## config.mk

```make
export PLATFORM = sky130hd
export DESIGN_NAME = pll_lock_reset_seq
export DESIGN_NICKNAME = d
export VERILOG_FILES = /design/src/rtl/pll_lock_reset_seq.sv
export SDC_FILE = /design/constraint.sdc
export NUM_CORES = 1
export LEC_CHECK = 0
export ABC_AREA = 1
export BUFFER_PORTS_ARGS = -buffer_cell sky130_fd_sc_hd__buf_2
export CORE_AREA = 3 3 70 72
export CTS_CLUSTER_SIZE = 25
export DETAILED_ROUTE_END_ITERATION = 6
export DIE_AREA = 0 0 73 75
export PLACE_DENSITY = 0.89
export SLEW_MARGIN = 10
export SYNTH_ARGS = -nofsm -noshare
export SYNTH_HDL_FRONTEND = slang
export SYNTH_SLANG_ARGS = --single-unit
```

## constraint.sdc

```tcl
create_clock -name CLK -period 4.25 [get_ports CLK]
set_clock_uncertainty 0.2 [all_clocks]
set_input_delay 0.2125 -clock CLK [delete_from_list [all_inputs] [get_ports CLK]]
set_output_delay 0.2125 -clock CLK [all_outputs]
set_load 0.05 [all_outputs]
```

## src/rtl/pll_lock_reset_seq.sv

```systemverilog
// Lock-to-reset sequencer: synchronizes PLL lock, holds the downstream reset until lock
// has been stable, and pulses the PLL reset whenever lock does not arrive in time.
module pll_lock_reset_seq #(
  parameter int STABLE_CYCLES  = 1024,
  parameter int TIMEOUT_CYCLES = 2500000,
  parameter int PLLRST_CYCLES  = 16,
  parameter int CNT_W          = 8
) (
  input  logic             CLK,
  input  logic             RST_N,
  input  logic             locked,
  output logic             pll_rst,
  output logic             rst_out_n,
  output logic             ready,
  output logic [1:0]       state,
  output logic [CNT_W-1:0] loss_cnt,
  output logic [CNT_W-1:0] retry_cnt
);

  localparam int MAX_A   = (STABLE_CYCLES > TIMEOUT_CYCLES) ? STABLE_CYCLES : TIMEOUT_CYCLES;
  localparam int MAX_CYC = (MAX_A > PLLRST_CYCLES) ? MAX_A : PLLRST_CYCLES;
  localparam int TMR_W   = (MAX_CYC > 1) ? $clog2(MAX_CYC) : 1;

  localparam logic [TMR_W-1:0] STABLE_LAST  = TMR_W'(STABLE_CYCLES - 1);
  localparam logic [TMR_W-1:0] TIMEOUT_LAST = TMR_W'(TIMEOUT_CYCLES - 1);
  localparam logic [TMR_W-1:0] PLLRST_LAST  = TMR_W'(PLLRST_CYCLES - 1);

  typedef enum logic [1:0] {
    WAIT_LOCK = 2'd0,
    STABLE    = 2'd1,
    RUN       = 2'd2,
    PLL_RESET = 2'd3
  } state_t;

  state_t           state_q, state_d;
  logic [TMR_W-1:0] timer_q, timer_d;
  logic             locked_p0, locked_s;
  logic             loss_inc, retry_inc;

  function automatic logic [CNT_W-1:0] sat_inc(input logic [CNT_W-1:0] v);
    return (&v) ? v : v + CNT_W'(1);
  endfunction

  // Two-flop synchronizer for the asynchronous lock input
  always_ff @(posedge CLK or negedge RST_N) begin
    if (!RST_N) begin
      locked_p0 <= 1'b0;
      locked_s  <= 1'b0;
    end else begin
      locked_p0 <= locked;
      locked_s  <= locked_p0;
    end
  end

  always_ff @(posedge CLK or negedge RST_N) begin
    if (!RST_N) begin
      state_q   <= WAIT_LOCK;
      timer_q   <= '0;
      loss_cnt  <= '0;
      retry_cnt <= '0;
    end else begin
      state_q <= state_d;
      timer_q <= timer_d;
      if (loss_inc)  loss_cnt  <= sat_inc(loss_cnt);
      if (retry_inc) retry_cnt <= sat_inc(retry_cnt);
    end
  end

  // Next-state logic; the timer clears on every state change
  always_comb begin
    state_d   = state_q;
    timer_d   = timer_q + TMR_W'(1);
    loss_inc  = 1'b0;
    retry_inc = 1'b0;
    case (state_q)
      WAIT_LOCK: begin
        if (locked_s) begin
          state_d = STABLE;
          timer_d = '0;
        end else if (timer_q == TIMEOUT_LAST) begin
          state_d   = PLL_RESET;
          timer_d   = '0;
          retry_inc = 1'b1;
        end
      end
      STABLE: begin
        if (!locked_s) begin
          state_d = WAIT_LOCK;
          timer_d = '0;
        end else if (timer_q == STABLE_LAST) begin
          state_d = RUN;
          timer_d = '0;
        end
      end
      RUN: begin
        timer_d = '0;
        if (!locked_s) begin
          state_d  = WAIT_LOCK;
          loss_inc = 1'b1;
        end
      end
      PLL_RESET: begin
        if (timer_q == PLLRST_LAST) begin
          state_d = WAIT_LOCK;
          timer_d = '0;
        end
      end
    endcase
  end

  // Moore decode of the registered state only, so reset drops pll_rst asynchronously
  assign state     = state_q;
  assign ready     = (state_q == RUN);
  assign rst_out_n = (state_q == RUN);
  assign pll_rst   = (state_q == PLL_RESET);

endmodule

```

==> results of run 1 <==
==> metrics by stage <==
stage	hold WS, ns	util [%]	power [uW]	cells	instance area [um2]
final	0.161	64.6	1180	436	2810
after global routing	0.164	64.6	1240	436	2810
after CTS	0.158	64.6	1190	436	2810
after detailed placement	0.123	61.6	870	426	2680
after global placement	0.120	61.6	856	426	2680
after floorplan	-0.283	-	804	357	2540
==> placed cells by master, fill, tap and decap left out, types with 6 or more instances in the layout <==
cell     instances
nand3_1         23
nor2_2           6
dfrtp_1         42
a21oi_1          9
buf_2           23
nor3_1           8
nor2_1          48
inv_2            7
xor2_1          15
xnor2_1          6
inv_1           51
nand2_1        112
==> metal layers <==
layer  vias up  GRT usage [%]
li1       1131              -
met1      1040           26.8
met2        66           37.3
met3         6           5.61
met4         0           7.58
met5         -              0
==> report_power, final <==
part | internal, uW | switching (uW) | total, uW
Combinational | 88.2 | 298 | 387
Sequential | 435 | 41.4 | 476
Clock | 176 | 143 | 319
==> logic make-up (layout without fill, tap and decap cells) <==
group	after synthesis	after routing
adders and majority gates	3	3
and+or+nand+nor	210	210
AOI/OAI and AO/OA	16	16
DFF	42	42
xor gates and xnor gates	21	21
buffers and inverters	65	92
==> cell usage after synthesis (all sizes together) <==
master  number
a21boi       2
a21oi        9
buf          6
clkinv       1
dfrtp       42
ha           3
inv         58
nand2      115
nand3       25
nand3b       1
nand4        5
nor2        56
nor3         8
o21ai        4
o22ai        1
xnor2        6
xor2        15
==> layout make-up <==
type                    instances  area [um2]
well taps                      52        65.1
clock buffers                   5        68.8
multi-input cells             250        1230
flip-flops and latches         42        1050
fillers                       371        1540
repair buffers                 25         135
clock inverters                 3        43.8
inverters                      59         221
==> worst min-delay path by stage <==
stage                                to                 from  slack (ns)  cells past startpoint
finish               locked_s$_DFF_PN0_  locked_p0$_DFF_PN0_        0.16                      0
detailed placement  locked_p0$_DFF_PN0_               locked        0.12                      1
CTS                  locked_s$_DFF_PN0_  locked_p0$_DFF_PN0_        0.16                      0
global route         locked_s$_DFF_PN0_  locked_p0$_DFF_PN0_        0.16                      0
global placement    locked_p0$_DFF_PN0_               locked        0.12                      1
floorplan           locked_p0$_DFF_PN0_                RST_N       -0.28                      0
==> state kept, by name (all words and copies together), names as in the netlist <==
signal,count
locked_p0,1
state,2
retry_cnt,8
timer_q,22
locked_s,1
loss_cnt,8
==> results.cfg, run 1 <==
[worst_setup_path]
cp_common_cell = nand2_1
max_stage_delay_ns = 0.38
worstSetupPathDepth = 10
cp.required_ns = 4.25
path_delay_family = simple AND/OR/NAND/NOR gates
crit_type = register to register
rr_endpoint = timer_q[15]$_DFF_PN0_
critPathSlowestCell = dfrtp_1
cp-start-kind = register
cp_max_fo = 13
worstPathArrival_ns = 2.06
cp_cell_sequence = ha_1, nand3_2, nor2_1, nand3_1, nand2_1, nand2_1, inv_2, nand2_2, nand2_1, inv_1
cp_num_buf_inv = 2
crit_end = timer_q[15]$_DFF_PN0_
ff2ff_path_depth = 10
cp-end-kind = register
r2r-start = timer_q[0]$_DFF_PN0_
rrSetupSlack_ns = 2.19
startpoint = timer_q[0]$_DFF_PN0_

[floorplan]
coreArea_um2 = 4350
rows = 24
ios = 24
die_w_um = 73
die_h_um = 75
die_area_um2 = 5480
start_util_pct = 58.4

[sta]
layout_setup_ws_ns = 2.19
hold_viol_final = 0
worst_pin_slew_ns = 0.922
relSlewSlack_pct = 38.5
rsz0062_at_grt = no
finalMaxSlewViolations = 0
max_clock_freq_mhz = 486
setup_viol = 0
period_share_pct = 48.4
fin_tns_setup_ns = 0
fin_crit_ns = 2.06

[hold_path]
hold_path_class = register to register

[layout]
synthToLayoutAreaGrowth_pct = 10.6
drive_above_1_share_pct = 13.8
antenna_cells = 0
nets = 389

[clock_tree]
clk_latency_ns = 0.31
cts_buffer_depth = 2
cts_inserted_buffers = 5
root_buffer = clkbuf_8
cts_tree = built
clk_pin_slew_ns = 0.09
cts_resized = 0
cts_sinks = 42
hold_buffers = 2
h-tree-depth = 2
post_cts_buffers = 0

[logic_synthesis]
synth_top_cell_area_share_pct = 41.3
ys_top_cells_by_area = dfrtp_1, nand2_1, inv_1
syn_area_um2 = 2540
synth_area_leader_cell = dfrtp_1
netlist_instances = 357
synth_area_per_cell_um2 = 7.13
synthSimpleGateAreaFrac_pct = 36.0
synth-seq-cells = 42
synth_top_family_by_area = simple AND/OR/NAND/NOR gates
synth_compound_area_share_pct = 3.54
synthAdderAreaFrac_pct = 1.48
synth_nets = 363
synthXorXnorAreaFrac_pct = 7.23
synthMuxAreaShare_pct = 0
yosysWarningCount = 0
ys_types = 28
yosysSeqAreaShare_pct = 41.3

[grt]
antenna_found_initial = 0
grt_pass1_wl_um = 9200
grtUsageTotal_pct = 21.8
grt_max_degree = 43
grt_pass1_vias = 2161
overflow = 0

[route]
drtIter0Drc = 125
ant_nets = 0
wl_per_cell_um = 12.2
vias = 2243
met2_length_um = 2690
met3_length_um = 318
vias_per_cell = 5.14
top_layer = met4
drcViolationCount = 0
first_pass_iters = 4
wl_um = 5320
wl_met1_um = 2240

[job]
drv_cap = 0

[run_status]
status = finished clean

[power]
peakVddDrop_v = 0.000281
power_leakage_uw = 0.00155
power.density_nw_per_um2 = 420

[place]
place.gp.congestion = 0.890
dp_hpwl_um = 3980
dp_slack_ns = 2.25
io_buffers = 23
Note: power is estimated with default switching activity, not from simulation.
==> inputs of run 2 (changes only) <==
clock period = 2.1 ns   (was 4.25 ns; I/O delays follow)
==> results.cfg, run 2 (synthesized netlist as in run 1, its figures left out) <==
[place]
io_buffers = 23
place.gp.congestion = 0.883
dp_hpwl_um = 3930

[sta]
rsz0062_at_grt = no
whs_ns = 0.116
fin_tns_setup_ns = 0
hold_viol_final = 0
setup_viol = 0
finalMaxSlewViolations = 0
fin_crit_ns = 1.89
max_clock_freq_mhz = 530
worst_pin_slew_ns = 0.516
relSlewSlack_pct = 65.6
period_share_pct = 89.9

[route]
drcViolationCount = 0
vias_per_cell = 5.06
first_pass_iters = 4
wl_um = 5330
ant_nets = 0
wl_per_cell_um = 12.1
drtIter0Drc = 177
vias = 2231

[layout]
synthToLayoutAreaGrowth_pct = 12.1
fillers = 350
top_register = timer_q
mostFrequentLayoutCell = nand2_1
largest_register_ff_count = 22
final_cell_mix = nand2_1, inv_1, nor2_1, dfrtp_1
nets = 394
top_regs = timer_q x22, loss_cnt x8, retry_cnt x8
drive_above_1_share_pct = 14.9
antenna_cells = 0

[grt]
grt_max_degree = 25
grt_pass1_wl_um = 9340
use_met3_pct = 4.67
grtUsageTotal_pct = 21.9
use_met2_pct = 35.2
met1_usage_pct = 28.9
antenna_found_initial = 0
grt_pass1_vias = 2120
overflow = 0
grt-busiest-layer = met2

[worst_setup_path]
worstPathArrival_ns = 1.88
cp_max_fo = 13
cp-start-kind = register
crit_type = register to register
cp.required_ns = 2.09
cp-end-kind = register
rrSetupSlack_ns = 0.21
ff2ff_path_depth = 10

[clock_tree]
clk_pin_slew_ns = 0.07
root_buffer = clkbuf_8
cts_inserted_buffers = 5
cts_sinks = 42
h-tree-depth = 2
cts_tree = built
cts_resized = 0
clk_latency_ns = 0.30
cts_buffer_depth = 2

[floorplan]
die_w_um = 73
die_area_um2 = 5480
rows = 24
die_h_um = 75
start_util_pct = 58.4
coreArea_um2 = 4350
ios = 24

[hold_path]
hold_path_class = input port to asynchronous set/reset pin

[power]
power.density_nw_per_um2 = 855
peakVddDrop_v = 0.000504
power_leakage_uw = 0.00156

[run_status]
status = finished clean

[job]
drv_cap = 0
## run 2: cell types whose count changed in the layout (fill, tap and decap cells not counted)
cell | before | now
clkinv_2 | 1 | 0
nor2_1 | 48 | 47
nor2_2 | 6 | 7
clkbuf_1 | 0 | 1
clkinvlp_4 | 0 | 1
buf_4 | 0 | 5
inv_6 | 1 | 0
## run 2: area by class of cell
class                           instances  area, um2  area share (%)
Timing Repair Buffer                   30        173            6.06
Clock inverter                          2       37.5            1.32
Tap cell                               52       65.1            2.28
Sequential cell                        42       1050            36.9
Clock buffer                            6       72.6            2.55
Inverter                               59        221            7.77
Multi-Input combinational cell        250       1230            43.2
## run 2: critical path: stages, from the launching register on
cell and delay (ns):
dfrtp_1 0.37, ha_1 0.21, nand3_2 0.14, nor2_1 0.13
nand3_1 0.11, nand2_1 0.10, nand2_1 0.08, inv_2 0.10
nand2_2 0.18, nand2_1 0.13, inv_2 0.04
## run 2: routing by layer
layer	vias to the layer above	part of all wire (%)
met3	9	4.9
met4	0	1.5
li1	1140	-
met1	1020	45
met2	62	48
met5	-	0
## run 2: through the flow
step | util (%) | instances | power, uW | worst slack, ns | instance area [um2]
3_3_place_gp | 62.5 | 431 | 1780 | 0.310 | 2720
6_report | 65.5 | 441 | 2440 | 0.213 | 2850
5_1_grt | 65.5 | 441 | 2570 | 0.0227 | 2850
2_1_floorplan | - | 357 | 1630 | 0.00380 | 2550
3_5_place_dp | 62.5 | 431 | 1800 | 0.288 | 2720
4_1_cts | 65.5 | 441 | 2440 | 0.227 | 2850
## run 2: worst paths after layout
path | start | to
max reg2reg | timer_q[0]$_DFF_PN0_ | timer_q[5]$_DFF_PN0_
min reg2reg | locked_p0$_DFF_PN0_ | locked_s$_DFF_PN0_
min in group CLK | locked_p0$_DFF_PN0_ | locked_s$_DFF_PN0_
max | timer_q[0]$_DFF_PN0_ | timer_q[5]$_DFF_PN0_
min | RST_N | timer_q[17]$_DFF_PN0_
max in group asynchronous | RST_N | timer_q[4]$_DFF_PN0_
## run 2: timing repair
action / 4_1_cts / 5_1_grt
setup endpoints to repair: 0 / 0
hold buffers: 2 / 0
hold endpoints to repair: 32 / 0
buffers inserted: 0 / 0
## run 2: where the power goes
part	leakage, uW	switching, uW	total, uW	internal [uW]
registers	0.000571	84.6	965	880
clock network	0.0000514	271	626	354
logic	0.000938	636	846	210
total	0.00156	992	2440	1440
==> inputs of run 3 (changes only) <==
CORE_AREA = 3 3 64 78   (was 3 3 70 72)
DIE_AREA = 0 0 67 81   (was 0 0 73 75)
REMOVE_ABC_BUFFERS = 1   (was unset)
SLEW_MARGIN = 20   (was 10)
==> results.cfg, run 3 (synthesized netlist as in run 1, its figures left out) <==
[run_status]
status = finished clean

[route]
ant_nets = 0
drcViolationCount = 0
drtIter0Drc = 127
first_pass_iters = 4
wl_um = 5130
vias_per_cell = 5.07
vias = 2252
wl_per_cell_um = 11.6

[job]
drv_cap = 0

[sta]
relSlewSlack_pct = 61.9
setup_viol = 0
period_share_pct = 90.3
max_clock_freq_mhz = 527
finalMaxSlewViolations = 0
fin_crit_ns = 1.90
worst_pin_slew_ns = 0.572
rsz0062_at_grt = no
hold_viol_final = 0
whs_ns = 0.121
fin_tns_setup_ns = 0

[power]
peakVddDrop_v = 0.00101
power.density_nw_per_um2 = 811
power_leakage_uw = 0.00155

[floorplan]
start_util_pct = 59.2
die_area_um2 = 5430
die_w_um = 67
ios = 24
die_h_um = 81
coreArea_um2 = 4290
rows = 26

[worst_setup_path]
startpoint = loss_cnt[0]$_DFFE_PN0P_
crit_type = register to register
rr_endpoint = loss_cnt[4]$_DFFE_PN0P_
cp_max_fo = 8
rrSetupSlack_ns = 0.20
worstPathArrival_ns = 1.88
ff2ff_path_depth = 8
r2r-start = loss_cnt[0]$_DFFE_PN0P_
cp.required_ns = 2.08
cp-end-kind = register
cp-start-kind = register

[layout]
synthToLayoutAreaGrowth_pct = 11.3
seqCellArea_um2 = 1050
top_register = timer_q
top_regs = timer_q x22, loss_cnt x8, retry_cnt x8
drive_above_1_share_pct = 14.9
final_cells = 444
nets = 393
mostFrequentLayoutCell = nand2_1
fillers = 378
largest_register_ff_count = 22
final_cell_mix = nand2_1, inv_1, nor2_1, dfrtp_1
antenna_cells = 0
multi_input_area_um2 = 1230

[grt]
grt_max_degree = 26
overflow = 0
grtUsageTotal_pct = 21.4
antenna_found_initial = 0
grt_pass1_wl_um = 9040
grt_pass1_vias = 2159

[clock_tree]
clk_pin_slew_ns = 0.09
cts_inserted_buffers = 5
cts_sinks = 42
cts_tree = built
root_buffer = clkbuf_8
cts_buffer_depth = 2
clk_latency_ns = 0.30
post_cts_buffers = 0
h-tree-depth = 2

[place]
place.gp.congestion = 0.878
dpl.cell_count = 434
dp_hpwl_um = 3740
io_buffers = 23

[hold_path]
hold_path_class = input port to asynchronous set/reset pin
==> run 3: cell types whose count changed in the layout (fill, tap and decap cells not counted) <==
cell and change:
clkinv_4 +1, nor2_1 +1, clkbuf_1 -1, nor3_2 +1, buf_4 -1, bufinv_16 -1, nor3_1 -1, nor2_2 -1
clkinv_2 +1
==> run 3: how the worst max path moves through the flow <==
stage	endpoint	cells past startpoint
CTS	loss_cnt[4]$_DFFE_PN0P_	8
global placement	loss_cnt[4]$_DFFE_PN0P_	8
finish	loss_cnt[4]$_DFFE_PN0P_	8
detailed placement	loss_cnt[4]$_DFFE_PN0P_	8
floorplan	state[1]$_DFFE_PN0P_	7
global route	loss_cnt[5]$_DFFE_PN0P_	8
==> run 3: repair_timing <==
action | in CTS | in global routing
gates resized for setup | 0 | 1
endpoints found under the hold margin | 24 | 0
hold buffers | 2 | 0
endpoints found under the setup margin | 0 | 6
==> run 3: final cells by class <==
type                    count  area share [%]
repair buffers             29            5.84
inverters                  59            7.82
flip-flops and latches     42            37.1
multi-input cells         250            43.5
clock buffers               5            2.43
clock inverters             3           0.752
well taps                  56            2.48
==> run 3: metal layers <==
| layer | share of wire, % | track usage (%) | up-vias |
|---|---|---|---|
| met5 | 0 | 0 | - |
| li1 | - | - | 1142 |
| met2 | 51 | 37.9 | 69 |
| met1 | 42 | 25.8 | 1035 |
| met3 | 5.8 | 3.87 | 6 |
| met4 | 1.3 | 7.10 | 0 |
==> run 3: worst max-delay path: stages, from the launching register on <==
cell and delay, ns:
dfrtp_1 0.41, ha_1 0.21, nand3_1 0.14, nor3_2 0.17
nand3_1 0.11, nand2_1 0.19, inv_1 0.17, nand3b_1 0.11
nand2_1 0.06
==> run 3: where the power goes <==
group / switching (uW) / internal [uW] / leakage [uW] / total, uW
Combinational: 603 / 202 / 0.000934 / 805
Sequential: 82.5 / 880 / 0.000571 / 963
Clock: 293 / 234 / 0.0000441 / 527
==> run 3: stage by stage <==
stage                     utilization (%)  power [uW]  setup WS, ns  cell area, um2
after floorplan                         -        1560        -0.758            2500
after global placement               63.2        1760         0.157            2720
after detailed placement             63.2        1780         0.103            2720
after CTS                            65.8        2310        0.0900            2830
after global routing                 65.9        2430        0.0383            2830
final                                65.9        2290         0.203            2830
